==> config.mk <==
export PLATFORM = sky130hd
export DESIGN_NAME = seq_mult_radix
export DESIGN_NICKNAME = d
export VERILOG_FILES = /design/src/rtl/seq_mult_radix.sv
export SDC_FILE = /design/constraint.sdc
export NUM_CORES = 1
export LEC_CHECK = 0
export CAP_MARGIN = 20
export CORE_MARGIN = 8
export CORE_UTILIZATION = 45
export DETAILED_ROUTE_END_ITERATION = 8
export GPL_TIMING_DRIVEN = 0
export HOLD_SLACK_MARGIN = 0.08
export PLACE_DENSITY = 0.65
export SLEW_MARGIN = 20
export SYNTH_ARGS = -nofsm -noshare
export SYNTH_HDL_FRONTEND = slang
export SYNTH_SLANG_ARGS = --single-unit
==> constraint.sdc <==
create_clock -name clk -period 6.1 [get_ports clk]
set_input_delay 1.525 -clock clk [delete_from_list [all_inputs] [get_ports clk]]
set_output_delay 1.525 -clock clk [all_outputs]
set_load 0.05 [all_outputs]
==> src/rtl/seq_mult_radix.sv <==
// Radix-2^R sequential multiplier for signed/unsigned operands, with optional early exit.
// Latency K+1 cycles after accept (K = 1..ceil(DW/R) RUN steps); no backpressure: starts while busy are dropped, abort cancels.
module seq_mult_radix #(
    parameter int DW         = 8,
    parameter int R          = 2,
    parameter int EARLY_TERM = 1
) (
    input  logic            clk,
    input  logic            rst_n,
    input  logic            start,
    input  logic            is_signed,
    input  logic [DW-1:0]   multiplicand,
    input  logic [DW-1:0]   multiplier,
    input  logic            abort,
    output logic            busy,
    output logic            valid,
    output logic [2*DW-1:0] product
);

    localparam int N  = (DW + R - 1) / R;
    localparam int MW = N * R;
    localparam int PW = 2 * DW;
    localparam int CW = $clog2(N + 1);

    typedef enum logic [1:0] {
        IDLE = 2'd0,
        RUN  = 2'd1,
        FIN  = 2'd2
    } state_t;

    // Operation context captured at start: magnitudes and result sign.
    typedef struct packed {
        logic          sign;
        logic [PW-1:0] mcand;
        logic [MW-1:0] mplier;
    } op_t;

    state_t        state;
    state_t        state_nxt;
    op_t           op_q;
    logic [PW-1:0] acc;
    logic [CW-1:0] step_cnt;

    logic          accept;
    logic [R-1:0]  digit;
    logic [PW-1:0] pp;
    logic [PW-1:0] acc_nxt;
    logic [MW-1:0] mplier_nxt;
    logic          step_last;

    function automatic logic [DW-1:0] mag(input logic [DW-1:0] v, input logic sg);
        return (sg && v[DW-1]) ? (~v + DW'(1)) : v;
    endfunction

    assign busy       = (state != IDLE);
    assign accept     = (state == IDLE) && start && !abort;
    assign digit      = op_q.mplier[R-1:0];
    assign pp         = op_q.mcand * PW'(digit);
    assign acc_nxt    = acc + pp;
    assign mplier_nxt = op_q.mplier >> R;

    // Early exit looks at the multiplier left after this step, so a zero multiplier still takes one step.
    always_comb begin
        step_last = 1'b0;
        if (EARLY_TERM != 0) begin
            step_last = (mplier_nxt == '0);
        end else begin
            step_last = (step_cnt == CW'(N - 1));
        end
    end

    always_comb begin
        state_nxt = state;
        case (state)
            IDLE: begin
                if (accept) begin
                    state_nxt = RUN;
                end
            end
            RUN: begin
                if (abort) begin
                    state_nxt = IDLE;
                end else if (step_last) begin
                    state_nxt = FIN;
                end
            end
            FIN:     state_nxt = IDLE;
            default: state_nxt = IDLE;
        endcase
    end

    always_ff @(posedge clk) begin
        if (!rst_n) begin
            state <= IDLE;
        end else begin
            state <= state_nxt;
        end
    end

    always_ff @(posedge clk) begin
        if (!rst_n) begin
            op_q     <= '0;
            acc      <= '0;
            step_cnt <= '0;
            product  <= '0;
            valid    <= 1'b0;
        end else begin
            valid <= 1'b0;
            if (accept) begin
                op_q.sign   <= is_signed & (multiplicand[DW-1] ^ multiplier[DW-1]);
                op_q.mcand  <= PW'(mag(multiplicand, is_signed));
                op_q.mplier <= MW'(mag(multiplier, is_signed));
                acc         <= '0;
                step_cnt    <= '0;
            end else if (state == RUN && !abort) begin
                acc         <= acc_nxt;
                op_q.mcand  <= op_q.mcand << R;
                op_q.mplier <= mplier_nxt;
                step_cnt    <= step_cnt + CW'(1);
            end else if (state == FIN && !abort) begin
                product <= op_q.sign ? (~acc + PW'(1)) : acc;
                valid   <= 1'b1;
            end
        end
    end

    a_valid_idle: assert property (@(posedge clk) disable iff (!rst_n) valid |-> !busy);
    a_valid_pulse: assert property (@(posedge clk) disable iff (!rst_n) valid |=> !valid);

endmodule

==> results of run 1 <==
## power by group through the flow
stage	Sequential, W	Clock [W]	Combinational (W)
after global routing	0.000412	0.000450	0.000113
after floorplan	0.000418	0	0.0000599
after CTS	0.000410	0.000426	0.000102
final	0.000411	0.000422	0.000102
after global placement	0.000419	0	0.000100
after detailed placement	0.000420	0	0.000101
## cell type report
cell class	instances	area [um2]	area share
Antenna cell	1	2.50	0.000522
Buffer	22	82.6	0.0172
Clock buffer	11	151	0.0316
Clock inverter	5	83.8	0.0175
Inverter	40	150	0.0313
Multi-Input combinational cell	404	2610	0.544
Sequential cell	60	1200	0.250
Tap cell	108	135	0.0282
Timing Repair Buffer	38	380	0.0793
## cell families after synthesis
| family | after synthesis | synth area share |
|---|---|---|
| mux | 6 | 0.0149 |
| compound gates | 103 | 0.165 |
| xor+xnor | 35 | 0.0758 |
| buf+inv | 62 | 0.0576 |
| flops | 60 | 0.297 |
| simple gates | 227 | 0.259 |
| fa+ha+maj | 33 | 0.130 |
## worst reg2reg max path, cell delays in order, from the launching register on
cell and delay (ps):
dfxtp_1 500, clkbuf_1 400, nand2_1 130, fa_1 500, inv_1 70, fa_1 450
a21o_1 210, nand4_1 90, nand3_1 120, and3_1 260, a311oi_1 370, mux2i_1 230
o21ai_0 90
## routing by layer
metal / track usage / wire [um] / vias up / part of all wire
li1: - / - / 1873 / -
met3: 0.0330 / 532 / 10 / 0.052
met1: 0.211 / 4810 / 1701 / 0.47
met5: 0 / 0 / - / 0
met2: 0.287 / 4840 / 92 / 0.47
met4: 0.0658 / 121 / 0 / 0.012
## flip-flops by register name, summed over array words and instances (netlist names)
name	cells
mplier_nxt	6
valid	1
product	16
digit	2
op_q	17
state	2
acc	16
## through the flow
stage / area [um2] / setup slack, ps / hold WS, ps / util / power (W)
2_1_floorplan: 4040 / 3050 / 437 / - / 0.000478
3_3_place_gp: 4560 / 2360 / 456 / 0.523 / 0.000520
3_5_place_dp: 4560 / 2390 / 461 / 0.523 / 0.000521
4_1_cts: 4790 / 2590 / 473 / 0.550 / 0.000938
5_1_grt: 4790 / 2400 / 495 / 0.550 / 0.000975
6_report: 4800 / 2540 / 473 / 0.550 / 0.000934
## final timing paths
kind         startpoint      end  slack (ps)
min              acc[8]   acc[8]         470
max reg2reg    digit[0]  acc[11]        2540
min reg2reg      acc[8]   acc[8]         470
max            digit[0]  acc[11]        2540
## synth_stat cells, types with 2 or more instances
cell type  instances
nor2b_1           11
xnor2_1           25
buf_1              2
o21ai_0           14
o32ai_1            2
o311a_1            2
xor2_1            10
o21a_1             3
a21oi_1           45
clkbuf_1          20
a21o_1             7
fa_1              15
dfxtp_1           60
mux2i_1            6
nand3_1           22
nor2_1            20
o211a_1            7
nand2_1          122
nor3_1            11
and2_1             8
nand3b_1           3
o31ai_1            3
nor4_1             3
a22oi_1            3
inv_1             40
and3_1            13
or3_1              4
a31oi_1            2
o22ai_1            2
nand4_1            4
o21ai_1            2
ha_1              18
==> impl_metrics.py, run 1 <==
metrics = {
    "run_status": {
        "status": "complete, no violations",
    },
    "logic_synthesis": {
        "synth.avg_cell_area_um2": 7.69,
        "ys_warn_count": 0,
        "netlist_area_mm2": 0.00404,
        "yosysTopAreaCellShare": 0.297,
        "ys_seq_area_frac": 0.297,
        "synth_cells": 526,
        "synth_edf_count": 0,
        "synthTopCellsByArea": "dfxtp_1, nand2_1, fa_1, a21oi_1, ha_1",
        "yosysUniqueCellTypes": 49,
        "ys.flop_type": "dfxtp_1",
        "async_reset_ff_frac": 0,
        "netlist.top_cell.by_area": "dfxtp_1",
        "synth-seq-cells": 60,
        "syn-num-nets": 580,
    },
    "setup_path": {
        "crit_chain": "clkbuf_1 -> nand2_1 -> fa_1 -> inv_1 -> fa_1 -> a21o_1 -> nand4_1 -> nand3_1 -> and3_1 -> a311oi_1 -> mux2i_1 -> o21ai_0",
        "cp_slowest_cell": "dfxtp_1",
        "critPathTopFamily": "adder cells",
        "crit_cells": 12,
        "crit_path_max_incr_delay_ps": 500,
        "worstSetupPathType": "register to register",
        "crit_path_start_kind": "register",
        "reg2regPathDepth": 12,
        "worstPathRequired_ps": 6310,
        "cp_max_fo": 10,
        "worstPathArrival_ps": 3770,
        "worst_path_most_repeated_cell": "fa_1",
        "crit_buf_inv": 2,
        "crit_path_end_kind": "register",
    },
    "clock_network": {
        "cts_hold_buf": 0,
        "clkSinkCount": 60,
        "clk_path_buf_depth": 2,
        "cts_setup_buffers": 0,
        "numCtsBuffers": 9,
        "clkTransAtPathRegs_ps": 70,
        "cts-root-buf": "clkbuf_8",
        "cts_resized": 0,
        "cts_max_level": 3,
        "cts_tree": "done",
        "clkLatencyLatePin_ps": 340,
    },
    "grt": {
        "grt-ovfl-total": 0,
        "grt_pass1_vias": 3646,
        "grt_pass1_wl_um": 17600,
        "grt_max_degree": 12,
        "antenna_found_initial": 0,
        "grt_use_total": 0.172,
    },
    "power_and_ir_drop": {
        "p_int_w": 0.000694,
        "p_leak_nw": 2.13,
        "irDropWorstVdd_mv": 0.119,
        "seqPwrFrac": 0.440,
        "power_frac_comb": 0.109,
        "powerDensity_mw_per_mm2": 195,
        "power_switching_w": 0.000240,
        "clockPowerShare": 0.452,
        "swShare": 0.257,
    },
    "drt": {
        "via_count": 3676,
        "wl_per_cell_um": 15.0,
        "drt-vias-per-instance": 5.34,
        "drt_first_pass_iters": 4,
        "final_antenna_net_count": 0,
        "wl_um": 10300,
        "drt_iter0_markers": 129,
        "drc": 0,
    },
    "sta": {
        "setup_viol": 0,
        "rsz0062_at_grt": "no",
        "finalSetupTns_ps": 0,
        "skew_ps": 9.85,
        "fmax_mhz": 281,
        "relSlewSlack": 0.283,
        "final_hold_viol_count": 0,
        "fin_crit_sh": 0.584,
        "slew_violations": 0,
        "period_minus_slack_ps": 3560,
        "tightest_slew_ps": 1070,
    },
    "placement": {
        "dp_cells": 672,
        "portBuffers": 38,
        "dpl.hpwl_um": 8240,
        "place_congestion": 0.923,
    },
    "layout": {
        "synthToLayoutAreaGrowth_pct": 18.6,
        "mostFrequentLayoutCells": "nand2_1, dfxtp_1, a21oi_1",
        "nets": 629,
        "layout_commonest_cell": "nand2_1",
        "drive_gt1_frac": 0.0379,
        "fillCellCount": 841,
        "stdcell_count": 689,
    },
    "floorplanning": {
        "ios": 39,
        "fp.coreArea_mm2": 0.00872,
        "dieArea_mm2": 0.0123,
        "die_h_um": 111,
        "fp.dieW_um": 111,
        "rows": 34,
        "start_util": 0.464,
    },
    "min_path": {
        "min_path_type": "register to register",
        "whs_path_depth": 2,
    },
    "job": {
        "max_cap_violations": 0,
    },
}
No activity file was read; power rests on OpenSTA's default activity.
==> inputs of run 2 (changes only) <==
==> constraint.sdc (replaced) <==
create_clock -name clk -period 3.3 [get_ports clk]
set_input_delay 0.825 -clock clk [delete_from_list [all_inputs] [get_ports clk]]
set_output_delay 0.825 -clock clk [all_outputs]
set_load 0.05 [all_outputs]
==> run 2 against run 1 <==
  * Cell area rose by 0.34%
  * Sequential cell count did not move
  * Power rose by 85%
  * Sequential power rose by 85%
  * Non-clock buffer count did not move
  * Core utilization rose by 0.19 points
  * Critical path type unchanged
  * Critical endpoint unchanged
==> impl_metrics.py, run 2 (same netlist as run 1, synthesis figures left out) <==
metrics = {
    "clock_network": {
        "cts_max_level": 3,
        "clk_path_buf_depth": 2,
        "numCtsBuffers": 9,
        "clkLatencyLatePin_ps": 350,
        "clkTransAtPathRegs_ps": 70,
        "clkSinkCount": 60,
        "cts_setup_buffers": 0,
        "cts-root-buf": "clkbuf_8",
        "cts_tree": "done",
    },
    "drt": {
        "via_count": 3693,
        "drt_iter0_markers": 150,
        "met3_length_um": 603,
        "drc": 0,
        "wl_um": 10400,
        "drt_first_pass_iters": 4,
        "dr_wl_met2_um": 4890,
        "drt-vias-per-instance": 5.36,
        "wl_met1_um": 4720,
        "final_antenna_net_count": 0,
        "wl_per_cell_um": 15.0,
        "dr.max_layer_used": "met4",
    },
    "sta": {
        "finalSetupTns_ps": 0,
        "fmax_mhz": 315,
        "tightest_slew_ps": 1050,
        "setup_viol": 0,
        "relSlewSlack": 0.296,
        "rsz0062_at_grt": "no",
        "period_minus_slack_ps": 3170,
        "final_hold_viol_count": 0,
        "slew_violations": 0,
        "skew_ps": 10.2,
        "fin_crit_sh": 0.961,
    },
    "setup_path": {
        "crit_path_start_kind": "register",
        "crit_path_max_incr_delay_ps": 480,
        "worstPathRequired_ps": 3510,
        "reg2regPathDepth": 12,
        "crit_path_start": "digit[0]",
        "crit_path_end_kind": "register",
        "worst_path_most_repeated_cell": "fa_1",
        "worstPathArrival_ps": 3380,
        "setup.worst_path.end": "acc[11]",
        "worstSetupPathType": "register to register",
        "crit_chain": "clkbuf_4 -> nand2_1 -> fa_1 -> inv_1 -> fa_1 -> a21o_1 -> nand4_1 -> nand3_1 -> and3_1 -> a311oi_2 -> mux2i_1 -> o21ai_0",
        "r2r_end": "acc[11]",
        "r2r_slack_ps": 130,
        "cp_max_fo": 10,
        "cp_slowest_cell": "fa_1",
        "r2r-start": "digit[0]",
    },
    "power_and_ir_drop": {
        "p_leak_nw": 2.14,
        "seqPwrFrac": 0.438,
        "clockPowerShare": 0.453,
        "powerDensity_mw_per_mm2": 360,
        "power_switching_w": 0.000448,
        "irDropWorstVdd_mv": 0.220,
        "swShare": 0.259,
        "power_frac_comb": 0.109,
        "total_power_w": 0.00173,
        "p_int_w": 0.00128,
    },
    "layout": {
        "seqCellArea_mm2": 0.00120,
        "synthToLayoutAreaGrowth_pct": 19.0,
        "largestRegisters": "op_q: 17 flops, acc: 16 flops, product: 16 flops",
        "nets": 629,
        "largest_reg_flops": 17,
        "drive_gt1_frac": 0.0466,
        "layout_commonest_cell": "nand2_1",
        "mostFrequentLayoutCells": "nand2_1, dfxtp_1, a21oi_1",
        "regMostFlops": "op_q",
        "fillCellCount": 839,
        "multiInputGateArea_mm2": 0.00262,
    },
    "floorplanning": {
        "die_h_um": 111,
        "dieArea_mm2": 0.0123,
        "fp.coreArea_mm2": 0.00872,
        "rows": 34,
        "ios": 39,
        "start_util": 0.464,
        "fp.dieW_um": 111,
    },
    "placement": {
        "dpl.hpwl_um": 8240,
        "place_congestion": 0.923,
        "portBuffers": 38,
    },
    "min_path": {
        "min_path_type": "register to register",
    },
    "grt": {
        "grt_pass1_vias": 3659,
        "grt_pass1_wl_um": 17600,
        "grt_max_degree": 12,
        "grt_use_total": 0.172,
        "antenna_found_initial": 0,
        "grt-ovfl-total": 0,
    },
    "job": {
        "max_cap_violations": 0,
    },
    "run_status": {
        "status": "complete, no violations",
    },
}
[run 2: power groups by stage]
stage,clock network [W],registers [W],logic (W)
6_report,0.000784,0.000759,0.000189
5_1_grt,0.000832,0.000762,0.000211
4_1_cts,0.000788,0.000759,0.000189
3_5_place_dp,0,0.000776,0.000187
3_3_place_gp,0,0.000775,0.000185
2_1_floorplan,0,0.000773,0.000111
[run 2: worst min-delay path by stage]
stage	cells after the start	to	start	slack (ps)
finish	2	acc[8]	acc[8]	470
global route	2	acc[8]	acc[8]	490
CTS	2	acc[8]	acc[8]	470
detailed placement	2	acc[8]	acc[8]	460
global placement	2	acc[8]	acc[8]	460
floorplan	2	op_q[23]	op_q[23]	440
[run 2: timing repair]
item                                    in CTS  in global routing
endpoints found under the setup margin       4                  3
resized for setup                            4                  6
pin swaps                                    0                  0
hold buffers                                 0                  0
[run 2: worst max-delay path: cells and delay by family (launching register included)]
kind                     cells  cell delay [ps]
flip-flops                   1              410
AO/OA/AOI/OAI                3              610
multiplexers                 1              220
buffers and inverters        2              310
AND/OR/NAND/NOR              4              550
adder cells (fa/ha/maj)      2              930
[run 2: per-stage QoR]
step	util	worst slack, ps	std cells	hold WS [ps]	area, um2
floorplan	-	254	526	437	4040
global placement	0.523	-230	672	456	4560
detailed placement	0.523	-179	672	461	4560
CTS	0.550	53.3	688	473	4800
global route	0.552	2.21	688	495	4810
finish	0.552	129	689	472	4810
[run 2: cell type report]
class | instances | share of cell area
multi-input cells | 404 | 0.543
flip-flops and latches | 60 | 0.250
repair buffers | 38 | 0.0790
clock buffers | 11 | 0.0315
inverters | 40 | 0.0312
well taps | 108 | 0.0281
plain buffers | 22 | 0.0187
clock inverters | 5 | 0.0174
diodes | 1 | 0.000520
[run 2: metal layers]
metal	global-route usage	vias up
met1	0.212	1715
met2	0.288	97
met4	0.0658	0
li1	-	1870
met3	0.0330	11
met5	0	-
==> inputs of run 3 (changes only) <==
--- a/config.mk
+++ b/config.mk
@@ -5,13 +5,12 @@
 export SDC_FILE = /design/constraint.sdc
 export NUM_CORES = 1
 export LEC_CHECK = 0
+export ABC_AREA = 1
 export CAP_MARGIN = 20
 export CORE_MARGIN = 8
 export CORE_UTILIZATION = 45
 export DETAILED_ROUTE_END_ITERATION = 8
-export GPL_TIMING_DRIVEN = 0
 export HOLD_SLACK_MARGIN = 0.08
-export PLACE_DENSITY = 0.65
 export SLEW_MARGIN = 20
 export SYNTH_ARGS = -nofsm -noshare
 export SYNTH_HDL_FRONTEND = slang
==> run 3 against run 2 <==
  * Power up 11%
  * Register-to-register slack better by 430 ps
  * Sequential power up 2%
  * Critical path depth up 3
  * Global-route usage up 1.1 points
  * Clock skew up 4.3 ps
==> impl_metrics.py, run 3 <==
metrics = {
    "run_status": {
        "status": "complete, no violations",
    },
    "grt": {
        "grt_use_total": 0.183,
        "grt_max_degree": 39,
        "grt_pass1_wl_um": 19500,
        "grt_pass1_vias": 4233,
        "grt-ovfl-total": 0,
        "antenna_found_initial": 0,
    },
    "power_and_ir_drop": {
        "powerDensity_mw_per_mm2": 367,
        "total_power_w": 0.00193,
        "irDropWorstVdd_mv": 0.221,
        "p_leak_nw": 2.70,
    },
    "clock_network": {
        "clk_path_buf_depth": 2,
        "cts_resized": 0,
        "cts_setup_buffers": 0,
        "cts_tree": "done",
        "numCtsBuffers": 9,
        "clkTransAtPathRegs_ps": 80,
        "clkSinkCount": 60,
        "cts_hold_buf": 0,
        "cts-root-buf": "clkbuf_8",
        "cts_max_level": 3,
        "clkLatencyLatePin_ps": 350,
    },
    "min_path": {
        "min_path_type": "register to register",
        "whs_path_depth": 2,
        "worstHoldStart": "mplier_nxt[5]",
    },
    "logic_synthesis": {
        "yosysUniqueCellTypes": 37,
        "ys.flop_type": "dfxtp_1",
        "ys_warn_count": 0,
        "netlist_area_mm2": 0.00454,
        "synth-seq-cells": 60,
        "async_reset_ff_frac": 0,
        "yosysTopAreaCellShare": 0.264,
        "synth_most_common_cell": "nand2_1",
        "syn-num-nets": 763,
        "synth.avg_cell_area_um2": 6.41,
        "synth_cells": 709,
        "ys_seq_area_frac": 0.264,
        "ys_top_cells_by_count": "nand2_1, inv_1, dfxtp_1",
        "synth_edf_count": 0,
        "netlist.top_cell.by_area": "dfxtp_1",
        "synthTopCellsByArea": "dfxtp_1, nand2_1, inv_1, fa_1, nand3_1",
    },
    "sta": {
        "fmax_mhz": 365,
        "slew_violations": 0,
        "relSlewSlack": 0.626,
        "tightest_slew_ps": 558,
        "setup_viol": 0,
        "fin_crit_sh": 0.830,
        "skew_ps": 14.6,
        "period_minus_slack_ps": 2740,
        "finalSetupTns_ps": 0,
        "rsz0062_at_grt": "no",
        "final_hold_viol_count": 0,
    },
    "layout": {
        "final_area_mm2": 0.00526,
        "largest_reg_flops": 17,
        "regMostFlops": "op_q",
        "layout_commonest_cell": "nand2_1",
        "final_util": 0.538,
        "num_antenna_cells": 0,
        "synthToLayoutAreaGrowth_pct": 15.7,
        "mostFrequentLayoutCells": "nand2_1, inv_1, dfxtp_1",
        "largestRegisters": "op_q: 17 flops, acc: 16 flops, product: 16 flops",
        "drive_gt1_frac": 0.0684,
        "nets": 795,
    },
    "setup_path": {
        "reg2regPathDepth": 15,
        "crit_chain": "nand2_1 -> inv_1 -> fa_1 -> ha_1 -> fa_1 -> nand2_1 -> nand2_1 -> nand3_1 -> nand2_1 -> nand2_1 -> nand2_1 -> nand2_1 -> nand3_1 -> nand2_1 -> inv_1",
        "critPathTopFamily": "adder cells",
        "crit_path_start_kind": "register",
        "worst_path_most_repeated_cell": "nand2_1",
        "crit_path_max_incr_delay_ps": 650,
        "cp_max_fo": 17,
        "crit_path_start": "digit[1]",
        "setup.worst_path.end": "acc[15]",
        "crit_buf_inv": 2,
        "worstPathRequired_ps": 3540,
        "r2r_slack_ps": 560,
        "crit_cells": 15,
        "crit_path_end_kind": "register",
        "worstSetupPathType": "register to register",
        "r2r-start": "digit[1]",
        "r2r_end": "acc[15]",
        "cp_slowest_cell": "dfxtp_1",
        "worstPathArrival_ps": 2980,
    },
    "drt": {
        "drc": 0,
        "wl_um": 11600,
        "wl_per_cell_um": 13.2,
        "drt_iter0_markers": 243,
        "drt_first_pass_iters": 5,
        "drt-vias-per-instance": 4.96,
        "final_antenna_net_count": 0,
        "via_count": 4362,
    },
    "floorplanning": {
        "rows": 36,
        "start_util": 0.465,
        "fp.coreArea_mm2": 0.00977,
        "dieArea_mm2": 0.0136,
        "fp.dieW_um": 116,
        "ios": 39,
        "die_h_um": 116,
    },
    "placement": {
        "dpl_cell_area_mm2": 0.00499,
        "portBuffers": 38,
        "dpl.hpwl_um": 9160,
        "place_congestion": 0.917,
    },
    "job": {
        "max_cap_violations": 0,
    },
}
run 3: routing by layer:
| layer | GRT usage | share of wire |
|---|---|---|
| met5 | 0 | 0 |
| met1 | 0.219 | 0.47 |
| met4 | 0.0700 | 0.022 |
| met3 | 0.0372 | 0.036 |
| met2 | 0.314 | 0.47 |
run 3: how the worst min path moves through the flow:
stage / end / slack [ps]
3_3_place_gp: mplier_nxt[5] / 460
3_5_place_dp: mplier_nxt[5] / 460
4_1_cts: mplier_nxt[5] / 470
6_report: mplier_nxt[5] / 480
2_1_floorplan: mplier_nxt[5] / 440
5_1_grt: mplier_nxt[5] / 510
run 3: through the flow:
| stage | hold WS, ps | instances | setup slack [ps] |
|---|---|---|---|
| after floorplan | 443 | 709 | 767 |
| final | 476 | 879 | 560 |
| after global routing | 514 | 879 | 260 |
| after detailed placement | 461 | 863 | 586 |
| after CTS | 472 | 879 | 558 |
| after global placement | 457 | 863 | 665 |
run 3: final cells by class:
class	instances	area, um2
fillers	1028	4520
multi-input cells	490	2690
flip-flops and latches	60	1200
inverters	137	517
repair buffers	43	418
well taps	133	166
clock inverters	7	146
clock buffers	9	124
run 3: power by group:
part	internal [W]	switching, W	leakage (nW)
clock network	0.000584	0.000342	0.134
registers	0.000744	0.0000268	0.486
logic	0.0000866	0.000147	2.08
total	0.00141	0.000515	2.70
run 3: worst reg2reg max path: stages, from the launching register on:
cell,delay (ps)
dfxtp_1,650
nand2_1,110
inv_1,100
fa_1,420
ha_1,250
fa_1,440
nand2_1,100
nand2_1,50
nand3_1,60
nand2_1,90
nand2_1,90
nand2_1,60
nand2_1,60
nand3_1,60
nand2_1,60
inv_1,30
run 3: cells by family after synthesis:
family,count (synthesis),share of synthesized area
buffers and inverters,159,0.145
flip-flops,60,0.264
adder cells (fa/ha/maj),33,0.116
AND/OR/NAND/NOR,327,0.302
AO/OA/AOI/OAI,119,0.152
XOR/XNOR,11,0.0212
